### config.mk
export PLATFORM = sky130hd
export DESIGN_NAME = laser_point_dac
export DESIGN_NICKNAME = d
export VERILOG_FILES = /design/src/rtl/laser_point_dac.sv
export SDC_FILE = /design/constraint.sdc
export NUM_CORES = 1
export LEC_CHECK = 0
export ABC_CLOCK_PERIOD_IN_PS = 16280
export BUFFER_PORTS_ARGS = -buffer_cell sky130_fd_sc_hd__buf_2
export CORE_MARGIN = 4
export CORE_UTILIZATION = 64
export DETAILED_ROUTE_END_ITERATION = 7
export PLACE_DENSITY = 0.81
export SYNTH_ARGS = -nofsm -noshare
export SYNTH_HDL_FRONTEND = slang
export SYNTH_SLANG_ARGS = --single-unit
### constraint.sdc
create_clock -name clk -period 16.28 [get_ports clk]
set_clock_uncertainty 0.05 [all_clocks]
set_input_delay 3.256 -clock clk [delete_from_list [all_inputs] [get_ports clk]]
set_output_delay 3.256 -clock clk [all_outputs]
set_load 0.05 [all_outputs]
### src/rtl/laser_point_dac.sv
// Laser point output stage: a FIFO of (x,y,rgb) points drained at a fixed point rate into a
// dual 12-bit SPI galvo DAC (ch A = X, ch B = Y), followed by an LDAC pulse and colour update.
module laser_point_dac #(
    parameter int FIFO_AW      = 4,
    parameter int SCLK_DIV     = 2,
    parameter int POINT_PERIOD = 500
) (
    input  logic               clk,
    input  logic               reset,
    input  logic               enable,
    input  logic               clear_flags,
    input  logic               pt_valid,
    output logic               pt_ready,
    input  logic [11:0]        pt_x,
    input  logic [11:0]        pt_y,
    input  logic [2:0]         pt_rgb,
    output logic [FIFO_AW:0]   fifo_level,
    output logic               dac_csn,
    output logic               dac_sclk,
    output logic               dac_mosi,
    output logic               dac_latchn,
    output logic [2:0]         laser_rgb,
    output logic               underflow,
    output logic               overrun
);

    localparam int DEPTH = 2 ** FIFO_AW;
    localparam int TW    = (POINT_PERIOD > 1) ? $clog2(POINT_PERIOD) : 1;
    localparam int CW    = $clog2(2 * SCLK_DIV + 1);
    localparam logic [TW-1:0] TIMER_LAST = TW'(POINT_PERIOD - 1);
    localparam logic [CW-1:0] HALF_LAST  = CW'(SCLK_DIV - 1);
    localparam logic [CW-1:0] LATCH_LAST = CW'(2 * SCLK_DIV - 1);

    // state   | meaning
    // IDLE    | waiting for a point tick       LOAD_x  | csn low, load shift word
    // SHIFT_x | 16 SCLK periods of data        GAP_x   | csn high between words
    // LATCH   | LDAC low, colour updated
    typedef enum logic [2:0] {
        IDLE, LOAD_A, SHIFT_A, GAP_A, LOAD_B, SHIFT_B, GAP_B, LATCH
    } state_t;

    state_t          state_q, state_d;
    logic [TW-1:0]   timer_q, timer_d;
    logic [CW-1:0]   cnt_q, cnt_d;
    logic [3:0]      bit_q, bit_d;
    logic [15:0]     sr_q, sr_d;
    logic [11:0]     x_q, x_d, y_q, y_d;
    logic [2:0]      rgb_q, rgb_d;
    logic            csn_q, csn_d, sclk_q, sclk_d, mosi_q, mosi_d, latchn_q, latchn_d;
    logic [2:0]      laser_q, laser_d;
    logic            uf_q, uf_d, of_q, of_d;
    logic [FIFO_AW:0] wr_q, wr_d, rd_q, rd_d;
    logic [26:0]     mem_q [DEPTH];
    logic [26:0]     head;
    logic [15:0]     word;
    logic            fifo_empty, fifo_full, push, pop, tick;

    assign fifo_empty = (wr_q == rd_q);
    assign fifo_full  = (wr_q[FIFO_AW] != rd_q[FIFO_AW]) &&
                        (wr_q[FIFO_AW-1:0] == rd_q[FIFO_AW-1:0]);
    assign push       = pt_valid && !fifo_full;
    assign tick       = enable && (timer_q == TIMER_LAST);
    assign head       = mem_q[rd_q[FIFO_AW-1:0]];

    assign pt_ready   = !fifo_full;
    assign fifo_level = wr_q - rd_q;
    assign dac_csn    = csn_q;
    assign dac_sclk   = sclk_q;
    assign dac_mosi   = mosi_q;
    assign dac_latchn = latchn_q;
    assign laser_rgb  = laser_q;
    assign underflow  = uf_q;
    assign overrun    = of_q;

    always_comb begin
        state_d  = state_q;
        cnt_d    = cnt_q;
        bit_d    = bit_q;
        sr_d     = sr_q;
        x_d      = x_q;
        y_d      = y_q;
        rgb_d    = rgb_q;
        csn_d    = csn_q;
        sclk_d   = sclk_q;
        mosi_d   = mosi_q;
        latchn_d = latchn_q;
        laser_d  = laser_q;
        uf_d     = clear_flags ? 1'b0 : uf_q;
        of_d     = clear_flags ? 1'b0 : of_q;
        pop      = 1'b0;
        word     = 16'h0000;
        timer_d  = (!enable || timer_q == TIMER_LAST) ? '0 : timer_q + TW'(1);

        if (tick) begin
            if (state_q != IDLE) begin
                of_d = 1'b1;
            end else if (fifo_empty) begin
                uf_d    = 1'b1;
                laser_d = 3'b000;
            end else begin
                pop     = 1'b1;
                x_d     = head[26:15];
                y_d     = head[14:3];
                rgb_d   = head[2:0];
                state_d = LOAD_A;
            end
        end

        case (state_q)
            LOAD_A, LOAD_B: begin
                word    = (state_q == LOAD_A) ? {4'b0011, x_q} : {4'b1011, y_q};
                csn_d   = 1'b0;
                sclk_d  = 1'b0;
                sr_d    = word;
                mosi_d  = word[15];
                cnt_d   = '0;
                bit_d   = 4'd0;
                state_d = (state_q == LOAD_A) ? SHIFT_A : SHIFT_B;
            end
            SHIFT_A, SHIFT_B: begin
                if (cnt_q == HALF_LAST) begin
                    cnt_d = '0;
                    if (!sclk_q) begin
                        sclk_d = 1'b1;
                    end else begin
                        sclk_d = 1'b0;
                        if (bit_q == 4'd15) begin
                            csn_d   = 1'b1;
                            state_d = (state_q == SHIFT_A) ? GAP_A : GAP_B;
                        end else begin
                            bit_d  = bit_q + 4'd1;
                            sr_d   = {sr_q[14:0], 1'b0};
                            mosi_d = sr_q[14];
                        end
                    end
                end else begin
                    cnt_d = cnt_q + CW'(1);
                end
            end
            GAP_A, GAP_B: begin
                if (cnt_q == HALF_LAST) begin
                    cnt_d = '0;
                    if (state_q == GAP_A) begin
                        state_d = LOAD_B;
                    end else begin
                        latchn_d = 1'b0;
                        laser_d  = rgb_q;
                        state_d  = LATCH;
                    end
                end else begin
                    cnt_d = cnt_q + CW'(1);
                end
            end
            LATCH: begin
                if (cnt_q == LATCH_LAST) begin
                    cnt_d    = '0;
                    latchn_d = 1'b1;
                    state_d  = IDLE;
                end else begin
                    cnt_d = cnt_q + CW'(1);
                end
            end
            default: ;
        endcase

        // Disabled output forces the laser dark, overriding any latch update.
        if (!enable) laser_d = 3'b000;

        wr_d = wr_q + (FIFO_AW + 1)'(push);
        rd_d = rd_q + (FIFO_AW + 1)'(pop);
    end

    always_ff @(posedge clk) begin
        if (reset) begin
            state_q  <= IDLE;
            timer_q  <= '0;
            cnt_q    <= '0;
            bit_q    <= 4'd0;
            sr_q     <= 16'h0000;
            x_q      <= 12'h000;
            y_q      <= 12'h000;
            rgb_q    <= 3'b000;
            csn_q    <= 1'b1;
            sclk_q   <= 1'b0;
            mosi_q   <= 1'b0;
            latchn_q <= 1'b1;
            laser_q  <= 3'b000;
            uf_q     <= 1'b0;
            of_q     <= 1'b0;
            wr_q     <= '0;
            rd_q     <= '0;
        end else begin
            state_q  <= state_d;
            timer_q  <= timer_d;
            cnt_q    <= cnt_d;
            bit_q    <= bit_d;
            sr_q     <= sr_d;
            x_q      <= x_d;
            y_q      <= y_d;
            rgb_q    <= rgb_d;
            csn_q    <= csn_d;
            sclk_q   <= sclk_d;
            mosi_q   <= mosi_d;
            latchn_q <= latchn_d;
            laser_q  <= laser_d;
            uf_q     <= uf_d;
            of_q     <= of_d;
            wr_q     <= wr_d;
            rd_q     <= rd_d;
        end
    end

    always_ff @(posedge clk) begin
        if (push) mem_q[wr_q[FIFO_AW-1:0]] <= {pt_x, pt_y, pt_rgb};
    end

endmodule

## Word level (Yosys, flattened, before mapping)

Memories as Yosys holds them, arrays and structs flattened. A register that Yosys moved wholly into a read port is not among the register bits.
Cells that the tools add are included.

- $add $sub $neg: 6
- Equal/unequal tests: 21
- Mux-type cells: 57
- Bitwise operators: 3
- Reduce and logical (&&, ||, !) cells: 21

Operators by type and width:

| cell | count |
|---|---|
| 2-to-1 mux 3 bit | 18 |
| 2-to-1 mux 15 bit | 3 |
| one-hot mux 15 bit (2 select lines) | 1 |
| 2-to-1 mux 1 bit | 23 |
| 2-to-1 mux 16 bit | 1 |
| != test 2 bit (second input constant) | 7 |
| == test 3 bit (second input constant) | 4 |
| 2-to-1 mux 4 bit | 3 |
| one-hot mux 3 bit (4 select lines) | 1 |
| AND reduction 4 bit | 3 |
| adder 5 x 1 -> 5 bit | 2 |
| OR reduction 2 bit | 5 |
| adder 9 x 1 -> 9 bit (second input constant) | 1 |
| == test 3 x 2 -> 1 bit (second input constant) | 3 |
| == test 9 bit (second input constant) | 1 |
| one-hot mux 3 bit (3 select lines) | 1 |
| one-hot mux 1 bit (2 select lines) | 4 |
| one-hot mux 4 bit (2 select lines) | 1 |
| == test 3 x 1 -> 1 bit (second input constant) | 2 |
| nonzero test 3 bit | 2 |
| == test 5 bit | 1 |
| subtractor 5 bit | 1 |
| adder 4 x 1 -> 4 bit (second input constant) | 1 |
| == test 4 bit | 1 |
| 12 further kinds | 18 |

- Register bits: 53
- Memory bits (writable): 432
- Input bits: 32
- Output and inout bits: 15
- Memories kept: 1

Memories:

| name | depth | bits a word | rd ports | clocked after memory_dff | write ports | RTL line | source |
|---|---|---|---|---|---|---|---|
| mem_q | 16 | 27 | 1 | 1 | 1 | 53 | `logic [26:0] mem_q [DEPTH];` |

## Logic depth before layout (Yosys ltp)

Gate-level depths: netlist of run 1.

- Word-level depth: 8
- Gate-level depth with buffers: 14
- Gate-level depth less buffers: 11

## Worst setup path after synthesis of run 1

No wires, ideal clock.

- Path type: in2reg
- Start: input port pt_valid
- End: memory mem_q[0][0], enable pin
- Setup time: 489 ps
- Arrival time: 6,259 ps
- Data required time: 15,741 ps
- Setup slack: 9,483 ps
- Stages on the path: 2
- Path buffers: 0
- Path through: nand2_1 nor4b_1

- Word-level cells in the longest chain between the ends: 3

RTL lines:

| item | RTL line | source |
|---|---|---|
| start: declaration | 12 | `input logic pt_valid,` |
| logical AND 1 bit | 61 | `assign push = pt_valid && !fifo_full;` |
| 2-to-1 mux 1 bit | 214 | `if (push) mem_q[wr_q[FIFO_AW-1:0]] <= {pt_x, pt_y, pt_rgb};` |
| 2-to-1 mux 1 bit (implied by the code) | 214 |  |
| end: declaration | 53 |  |

No other way between the ends.

## Worst setup path after layout of run 1

- Start: register rd_q[1]
- End: output port fifo_level[3]

- Word-level cells in the longest chain between the ends: 1

RTL lines:

| item | RTL line | source |
|---|---|---|
| start: declaration | 52 | `logic [FIFO_AW:0] wr_q, wr_d, rd_q, rd_d;` |
| start signal: assignment | 209 | `rd_q <= rd_d;` |
| subtractor 5 bit | 66 | `assign fifo_level = wr_q - rd_q;` |
| end: declaration | 17 | `output logic [FIFO_AW:0] fifo_level,` |

No other way between the ends.

==> results_dict.tcl, run 1 <==
set metrics [dict create \
    outcome "finished, final reports clean" \
    start_kind "flip-flop" \
    antenna_found_initial 1 \
    power_density_nw_per_um2 117 \
    critPathMaxFanout 31 \
    synth_cell_type_count 70 \
    ant_nets 0 \
    syn_area_um2 20300 \
    final_area_um2 22600 \
    fp.dieW_um 186 \
    r2r-end "mem_q[8][13]$_DFFE_PP_" \
    start_util 0.656 \
    grt_overflow_total 0 \
    final_layout_size_suffix_gt1_frac 0.265 \
    avgSynthCellArea_um2 18.5 \
    most-common-layout-cells "edfxtp_1 (432), mux4_2 (108), dfxtp_1 (78), clkbuf_16 (51), buf_2 (46)" \
    crit_slowest_cell "dfxtp_1" \
    finalCriticalPeriod_ns 6.35 \
    worst_slew_pin_slew_ns 1.26 \
    ir_worst_vdd_v 0.000127 \
    power.leakage_nw 7.35 \
    syn_inst 1097 \
    cts_tree "built" \
    cts_resized 0 \
    n_fill_cell 1753 \
    wl_per_cell_um 27.7 \
    vias 10699 \
    ctsHoldBuffers 0 \
    cts_buffers 49 \
    r2r_start "rd_q[1]$_SDFF_PP0_" \
    maxSlewHeadroom 0.158 \
    setup_viol 0 \
    area_growth_pct 11.3 \
    cp_cell_sequence "inv_1 -> ha_1 -> a21o_1 -> a21oi_1 -> xnor2_1 -> buf_2" \
    layout_commonest_cell "edfxtp_1" \
    io_pins 47 \
    gp_congestion 0.870 \
    viasPerCell 6.77 \
    cap_violations 0 \
    yosys_warnings 0 \
    post-route-util 0.730 \
    grt_pass1_wl_um 67600 \
    ys_seq_area_frac 0.718 \
    synth_seq_cells 512 \
    startpoint "rd_q[1]$_SDFF_PP0_" \
    worstSkewPairLatency_ns 0.57 \
    path_class "flip-flop to output pin" \
    synth_flop_cell "edfxtp_1" \
    setup.worst_path.end "fifo_level[3]" \
    grt_pass1_vias 10864 \
    cts_buffer_depth 3 \
    dp_hpwl_um 23300 \
    worst_ep_arrival_time_ns 3.05 \
    fmax_ghz 0.157 \
    r2r_setup_slack_ns 11.65 \
    die_h_um 186 \
    end_kind "output pin" \
    nNetsFinal 1191 \
    htree_levels 2 \
    reg2reg_depth 9 \
    worst_path_largest_cell_delay_ns 1.16 \
    grt_usage 0.262 \
    dr.pass1.iters 6 \
    grt_start_max_net_pins 58 \
    die-area_um2 34600 \
    wl_um 43800 \
    drc_errors 0 \
    worstPathRequired_ns 12.97 \
    drtIter0Drc 1212 \
    portBuffers 46 \
    async_flop_share 0 \
    fp.coreArea_um2 30900 \
    place_ws_ns 10.30 \
    clk_pin_slew_ns 0.06 \
    p_total_mw 2.64 \
    cts-root-buf "clkbuf_16" \
    synth_edf_count 432 \
    post_cts_buffers 0 \
    hold_viol 0 \
    syn-num-nets 1144 \
    cts_sinks 512 \
    post-route-period-util 0.390 \
    fp-row-count 64 \
    hp-class "flip-flop to flip-flop" \
    worst_slack_ns 9.93 \
    slew_viol_final 0 \
    fin_setup_tns_ns 0 \
    place_area_um2 21000 \
    grt_setup_unrepaired "no" \
]
-- worst max-delay path: cells and delay by family, from the launching register on --
family,cells,cell delay [ns]
flops,1,1.16
buf+inv,2,0.50
fa+ha+maj,1,0.36
compound gates,2,0.33
xor+xnor,1,0.13
-- stage by stage --
step | hold slack (ns) | std cells
after global placement | 0.373 | 1489
after CTS | 0.403 | 1580
after floorplan | 0.363 | 1097
final | 0.397 | 1581
after global routing | 0.432 | 1581
after detailed placement | 0.393 | 1489
-- logic make-up after synthesis --
| group | after synthesis | synth area share |
|---|---|---|
| compound gates | 115 | 0.0472 |
| xor+xnor | 19 | 0.00857 |
| fa+ha+maj | 15 | 0.00962 |
| buf+inv | 117 | 0.0250 |
| flops | 512 | 0.718 |
| mux | 163 | 0.149 |
| simple gates | 156 | 0.0425 |
-- sequential cells by signal, indices dropped and copies added (netlist names) --
name        flops
wr_q            5
sr_q           15
state_q         3
rgb_q           3
laser_rgb       3
overrun         1
cnt_q           3
dac_latchn      1
timer_q         9
underflow       1
mem_q         432
dac_mosi        1
x_q            12
dac_csn         1
rd_q            5
y_q            12
dac_sclk        1
bit_q           4
-- area by class of cell --
class | count | area [um^2] | area share
Antenna cell | 1 | 2.50 | 0.000111
Clock buffer | 62 | 1320 | 0.0584
Clock inverter | 29 | 295 | 0.0131
Inverter | 47 | 176 | 0.00782
Multi-Input combinational cell | 468 | 5320 | 0.236
Sequential cell | 512 | 14600 | 0.646
Tap cell | 396 | 495 | 0.0219
Timing Repair Buffer | 66 | 380 | 0.0169
-- worst min path at each step --
stage | slack, ns | start | end | cells after the start
floorplan | 0.36 | timer_q[0]$_SDFF_PP0_ | timer_q[0]$_SDFF_PP0_ | 1
global placement | 0.37 | timer_q[0]$_SDFF_PP0_ | timer_q[0]$_SDFF_PP0_ | 1
detailed placement | 0.39 | timer_q[0]$_SDFF_PP0_ | timer_q[0]$_SDFF_PP0_ | 1
CTS | 0.40 | timer_q[0]$_SDFF_PP0_ | timer_q[0]$_SDFF_PP0_ | 1
global route | 0.43 | dac_mosi$_SDFFE_PP0P_ | dac_mosi$_SDFFE_PP0P_ | 2
finish | 0.40 | timer_q[0]$_SDFF_PP0_ | timer_q[0]$_SDFF_PP0_ | 1
-- power by group --
| group | internal, mW | leakage, nW | switching [mW] |
|---|---|---|---|
| clock | 0.656 | 0.791 | 0.476 |
| sequential | 1.43 | 4.55 | 0.00524 |
| combinational | 0.0182 | 2.01 | 0.0512 |
| total | 2.11 | 7.35 | 0.532 |
-- metal layers --
layer,up-vias,global-route usage,part of all wire
met4,0,0.0755,0.028
met2,545,0.418,0.49
met1,5469,0.391,0.40
met5,-,0,0
met3,97,0.0360,0.081
li1,4588,-,-
-- Yosys cell counts (5+ instances only) --
library cell | instances | area, um^2
o21ai_0 | 5 | 25.0
o221ai_1 | 26 | 228
xnor2_1 | 10 | 87.6
nand3_1 | 12 | 60.1
clkbuf_1 | 31 | 116
buf_4 | 11 | 82.6
o41ai_2 | 8 | 130
buf_2 | 20 | 100
buf_1 | 7 | 26.3
mux2i_1 | 27 | 270
nor2_1 | 34 | 128
dfxtp_1 | 80 | 1600
ha_1 | 14 | 175
edfxtp_1 | 432 | 13000
mux4_2 | 108 | 2430
inv_1 | 44 | 165
a21oi_1 | 22 | 110
mux2_2 | 28 | 315
xor2_1 | 8 | 70.1
nand2_1 | 18 | 67.6
nor2b_1 | 5 | 31.3
nand4_1 | 44 | 275
o211ai_1 | 7 | 52.6
nor3_1 | 9 | 45.0
o32ai_1 | 11 | 96.3
Note: power is estimated with default switching activity, not from simulation.
==> run 2: changes to the inputs <==
- ABC_AREA: default -> 1
- ABC_CLOCK_PERIOD_IN_PS: 16280 -> 6200
- CORE_UTILIZATION: 64 -> 63
- PLACE_DENSITY: 0.81 -> 0.8
- clock period: 16.28 -> 6.2 ns (I/O delays scaled with it)
==> results_dict.tcl, run 2 <==
set metrics [dict create \
    viasPerCell 5.67 \
    fp-row-count 68 \
    worst_slew_pin_slew_ns 1.17 \
    reg2reg_depth 8 \
    synth_cell_type_count 35 \
    cts_resized 0 \
    crit_slowest_cell "ha_1" \
    portBuffers 46 \
    grt_overflow_total 0 \
    fp.dieW_um 195 \
    syn_area_um2 22000 \
    syn_inst 2240 \
    path_class "flip-flop to output pin" \
    power_density_nw_per_um2 291 \
    die_h_um 195 \
    min_from "dac_csn$_SDFFE_PP1P_" \
    whs_ns 0.398 \
    antenna_cells 0 \
    grt_pass1_wl_um 80700 \
    place_area_um2 22600 \
    ys_seq_area_frac 0.662 \
    min_to "dac_csn$_SDFFE_PP1P_" \
    cap_violations 0 \
    synth_area_leader_cell "edfxtp_1" \
    synth_seq_cells 512 \
    r2r_setup_slack_ns 2.28 \
    n_fill_cell 2377 \
    hp-class "flip-flop to flip-flop" \
    end_kind "output pin" \
    wl_per_cell_um 19.0 \
    gp_congestion 0.945 \
    r2r_start "rd_q[2]$_SDFF_PP0_" \
    grt_start_max_net_pins 194 \
    wl_um 51900 \
    final_area_um2 24100 \
    yosys.area.top_type_share 0.589 \
    grt_pass1_vias 14722 \
    worstPathRequired_ns 4.91 \
    cp_cell_sequence "buf_4 -> inv_2 -> ha_1 -> nand2_1 -> o21ai_0 -> xor2_1 -> buf_2" \
    grt_setup_unrepaired "no" \
    cts_buffer_depth 3 \
    start_kind "flip-flop" \
    hold_viol 0 \
    largest_reg_flops 432 \
    vias 15517 \
    yosys_warnings 0 \
    crit_buf_inv 3 \
    htree_levels 2 \
    most-common-layout-cells "nand2_1 (711), edfxtp_1 (432), inv_1 (316), nand3_1 (314), nor2_1 (78)" \
    ant_nets 0 \
    ctsHoldBuffers 0 \
    critPathMaxFanout 31 \
    clk_pin_slew_ns 0.06 \
    worst_path_largest_cell_delay_ns 0.46 \
    worstSkewPairLatency_ns 0.60 \
    post_cts_buffers 0 \
    drtIter0Drc 1950 \
    synth.most_common_cell "nand2_1" \
    synth_flop_cell "edfxtp_1" \
    fmax_ghz 0.242 \
    nNetsFinal 2287 \
    cts_buffers 51 \
    ir_worst_vdd_v 0.000280 \
    startpoint "rd_q[2]$_SDFF_PP0_" \
    final_layout_size_suffix_gt1_frac 0.0763 \
    drc_errors 0 \
    synthTopCellsByCount "nand2_1 (711), edfxtp_1 (432), inv_1 (318), nand3_1 (314), nor2_1 (94)" \
    setup_viol 0 \
    syn-num-nets 2287 \
    start_util 0.638 \
    area_growth_pct 9.52 \
    fp.coreArea_um2 34500 \
    maxSlewHeadroom 0.218 \
    avgSynthCellArea_um2 9.83 \
    finalCriticalPeriod_ns 4.12 \
    cts_sinks 512 \
    ys_top_cells_by_area "edfxtp_1 (59%), nand2_1 (12%), dfxtp_1 (7.3%), nand3_1 (7.1%), inv_1 (5.4%)" \
    layout_commonest_cell "nand2_1" \
    dr.pass1.iters 5 \
    io_pins 47 \
    post-route-period-util 0.665 \
    critPathTopFamily "buffers and inverters" \
    dp_hpwl_um 30600 \
    slew_viol_final 0 \
    grt_usage 0.271 \
    power.leakage_nw 9.92 \
    r2r-end "mem_q[9][18]$_DFFE_PP_" \
    antenna_found_initial 2 \
    cts_tree "built" \
    post-route-util 0.698 \
    worst_ep_arrival_time_ns 2.83 \
    min_path_cells 2 \
    async_flop_share 0 \
    outcome "finished, final reports clean" \
    fin_setup_tns_ns 0 \
    die-area_um2 38000 \
    cts-root-buf "clkbuf_16" \
    synth_edf_count 432 \
]
==> run 2: changes by cell type after synthesis, sizes merged, moves of 37 or more <==
cell	delta
nand3	+304
nand2	+701
mux4	-108
nor2	+59
o21ai	+47
a21oi	+37
inv	+280
nand4	-37
==> run 2: stage by stage <==
stage / total power, mW / setup slack [ns] / instances
after floorplan: 4.03 / 2.68 / 2240
after global placement: 4.15 / 2.46 / 2642
after detailed placement: 4.16 / 2.36 / 2642
after CTS: 7.04 / 2.09 / 2736
after global routing: 7.21 / 1.93 / 2736
final: 7.01 / 2.08 / 2736
==> run 2: logic make-up after synthesis <==
logic type / share of synthesized area
AND/OR/NAND/NOR: 0.217
flip-flops: 0.662
buffers and inverters: 0.0783
AO/OA/AOI/OAI: 0.0304
adder cells (fa/ha/maj): 0.00886
XOR/XNOR: 0.00398
==> run 2: worst max path at each step <==
stage	to	slack [ns]	depth (start not counted)
CTS	fifo_level[4]	2.09	7
finish	fifo_level[3]	2.08	7
global placement	mem_q[9][15]$_DFFE_PP_	2.46	8
detailed placement	mem_q[9][20]$_DFFE_PP_	2.36	8
floorplan	fifo_level[3]	2.68	8
global route	fifo_level[3]	1.93	7
==> run 2: report_power, final <==
part | internal (mW) | total [mW] | switching (mW)
Sequential | 3.78 | 3.80 | 0.0196
Combinational | 0.0596 | 0.289 | 0.230
Clock | 1.65 | 2.92 | 1.27
Total | 5.49 | 7.01 | 1.52
==> run 2: tightest hold or removal path, stage by stage (launching register included) <==
cell,delay [ns]
dfxtp_1,0.32
nand2_1,0.05
nand3_1,0.05
==> run 2: metal layers <==
layer / part of all wire / track usage / vias to the layer above
li1: - / - / 7279
met4: 0.028 / 0.0903 / 0
met2: 0.48 / 0.436 / 828
met1: 0.39 / 0.383 / 7287
met5: 0 / 0 / -
met3: 0.10 / 0.0464 / 123
==> run 2: cell type report <==
cell class	count	area (um^2)	share of cell area
flip-flops and latches	512	14600	0.605
clock buffers	67	1350	0.0558
inverters	327	1240	0.0513
clock inverters	27	223	0.00923
repair buffers	56	318	0.0132
multi-input cells	1292	5850	0.242
well taps	455	569	0.0236
==> run 3: changes to the inputs <==
- ABC_CLOCK_PERIOD_IN_PS: 6200 -> 4100
- clock period: 6.2 -> 4.1 ns (I/O delays scaled with it)
==> results_dict.tcl, run 3 (synthesized netlist as in run 2, its figures left out) <==
set metrics [dict create \
    outcome "finished, final reports clean" \
    sw_frac_of_total 0.214 \
    grt_usage 0.278 \
    htree_levels 2 \
    largest_reg_flops 432 \
    layout_commonest_cell "nand2_1" \
    r2r_setup_slack_ns 0.82 \
    worst_slew_pin_slew_ns 1.16 \
    crit_buf_inv 2 \
    dp.cells 2662 \
    grt_setup_unrepaired "no" \
    fmax_ghz 0.302 \
    wl_per_cell_um 19.2 \
    grt_pass1_vias 15324 \
    nNetsFinal 2307 \
    drtIter0Drc 1762 \
    grt_start_max_net_pins 223 \
    cp_cell_sequence "buf_4 -> fa_1 -> o21ai_0 -> xor2_1 -> buf_2" \
    post-route-period-util 0.808 \
    clockPowerShare 0.426 \
    fp.coreArea_um2 34500 \
    cap_violations 0 \
    path_class "flip-flop to output pin" \
    power.switching_mw 2.30 \
    viasPerCell 5.66 \
    vias 15618 \
    end_kind "output pin" \
    fp-row-count 68 \
    power_density_nw_per_um2 440 \
    die-area_um2 38000 \
    ctsHoldBuffers 0 \
    critPathTopFamily "buffers and inverters" \
    grt_overflow_total 0 \
    dp_hpwl_um 29800 \
    post_cts_buffers 0 \
    clk_pin_slew_ns 0.06 \
    area_growth_pct 10.7 \
    n_fill_cell 2386 \
    worstSkewPairLatency_ns 0.61 \
    grt_pass1_wl_um 83300 \
    fp.dieW_um 195 \
    p_comb_frac 0.038 \
    worst_path_largest_cell_delay_ns 0.49 \
    cts_buffers 51 \
    crit_slowest_cell "fa_1" \
    io_pins 47 \
    finalCriticalPeriod_ns 3.31 \
    antenna_found_initial 1 \
    intPower_mw 8.43 \
    worstPathRequired_ns 3.23 \
    gp_congestion 0.851 \
    wl_um 52900 \
    portBuffers 46 \
    seqPwrFrac 0.535 \
    finalNonFillerCells 2758 \
    cts-root-buf "clkbuf_16" \
    start_util 0.638 \
    hp-class "primary input to flip-flop" \
    most-common-layout-cells "nand2_1 (711), edfxtp_1 (432), inv_1 (316), nand3_1 (314), nor2_1 (78)" \
    dr.pass1.iters 7 \
    final_layout_size_suffix_gt1_frac 0.0864 \
    power.leakage_nw 10.1 \
    ir_worst_vdd_v 0.000383 \
    start_kind "flip-flop" \
    maxSlewHeadroom 0.224 \
    die_h_um 195 \
    fin_setup_tns_ns 0 \
    cts_tree "built" \
    worst_ep_arrival_time_ns 2.44 \
    antenna_cells 0 \
    cts_buffer_depth 3 \
    drc_errors 0 \
    slew_viol_final 0 \
    critPathMaxFanout 40 \
    hold_viol 0 \
    setup_viol 0 \
    cts_sinks 512 \
    ant_nets 0 \
    post-route-util 0.706 \
    cts_resized 0 \
]
[run 3: through the flow]
stage / hold WS, ns / total power, mW / worst slack [ns] / cell area (um^2)
CTS: 0.371 / 10.8 / 0.738 / 24400
finish: 0.388 / 10.7 / 0.789 / 24400
floorplan: 0.368 / 6.10 / 0.646 / 22000
detailed placement: 0.398 / 6.26 / 0.821 / 22700
global placement: 0.379 / 6.24 / 0.959 / 22700
global route: 0.396 / 11.0 / 0.630 / 24400
[run 3: final timing paths]
| path | depth (start not counted) | to | from |
|---|---|---|---|
| setup / recovery | 5 | fifo_level[4] | rd_q[1]$_SDFF_PP0_ |
| hold / removal | 2 | underflow$_SDFF_PP0_ | reset |
| setup reg to reg | 7 | mem_q[3][26]$_DFFE_PP_ | wr_q[2]$_SDFF_PP0_ |
| hold reg to reg | 2 | dac_latchn$_SDFFE_PP1P_ | dac_latchn$_SDFFE_PP1P_ |
[run 3: per-layer routing]
layer	global-route usage	part of all wire	up-vias
met1	0.369	0.39	7361
met5	0	0	-
met2	0.463	0.49	806
li1	-	-	7336
met3	0.0609	0.099	115
met4	0.0884	0.028	0
[run 3: power by group through the flow]
stage / clock network, mW / logic, mW / registers (mW)
finish: 4.58 / 0.412 / 5.75
global route: 4.83 / 0.456 / 5.75
CTS: 4.62 / 0.409 / 5.75
detailed placement: 0 / 0.406 / 5.86
global placement: 0 / 0.393 / 5.85
floorplan: 0 / 0.227 / 5.87
[run 3: cell type report]
class | instances | area [um^2] | area share
sequential | 512 | 14600 | 0.598
multi-input combinational | 1292 | 5850 | 0.240
clock buffer | 72 | 1430 | 0.0584
inverter | 327 | 1240 | 0.0507
tap | 455 | 569 | 0.0233
timing repair buffer | 76 | 493 | 0.0202
clock inverter | 24 | 234 | 0.00959
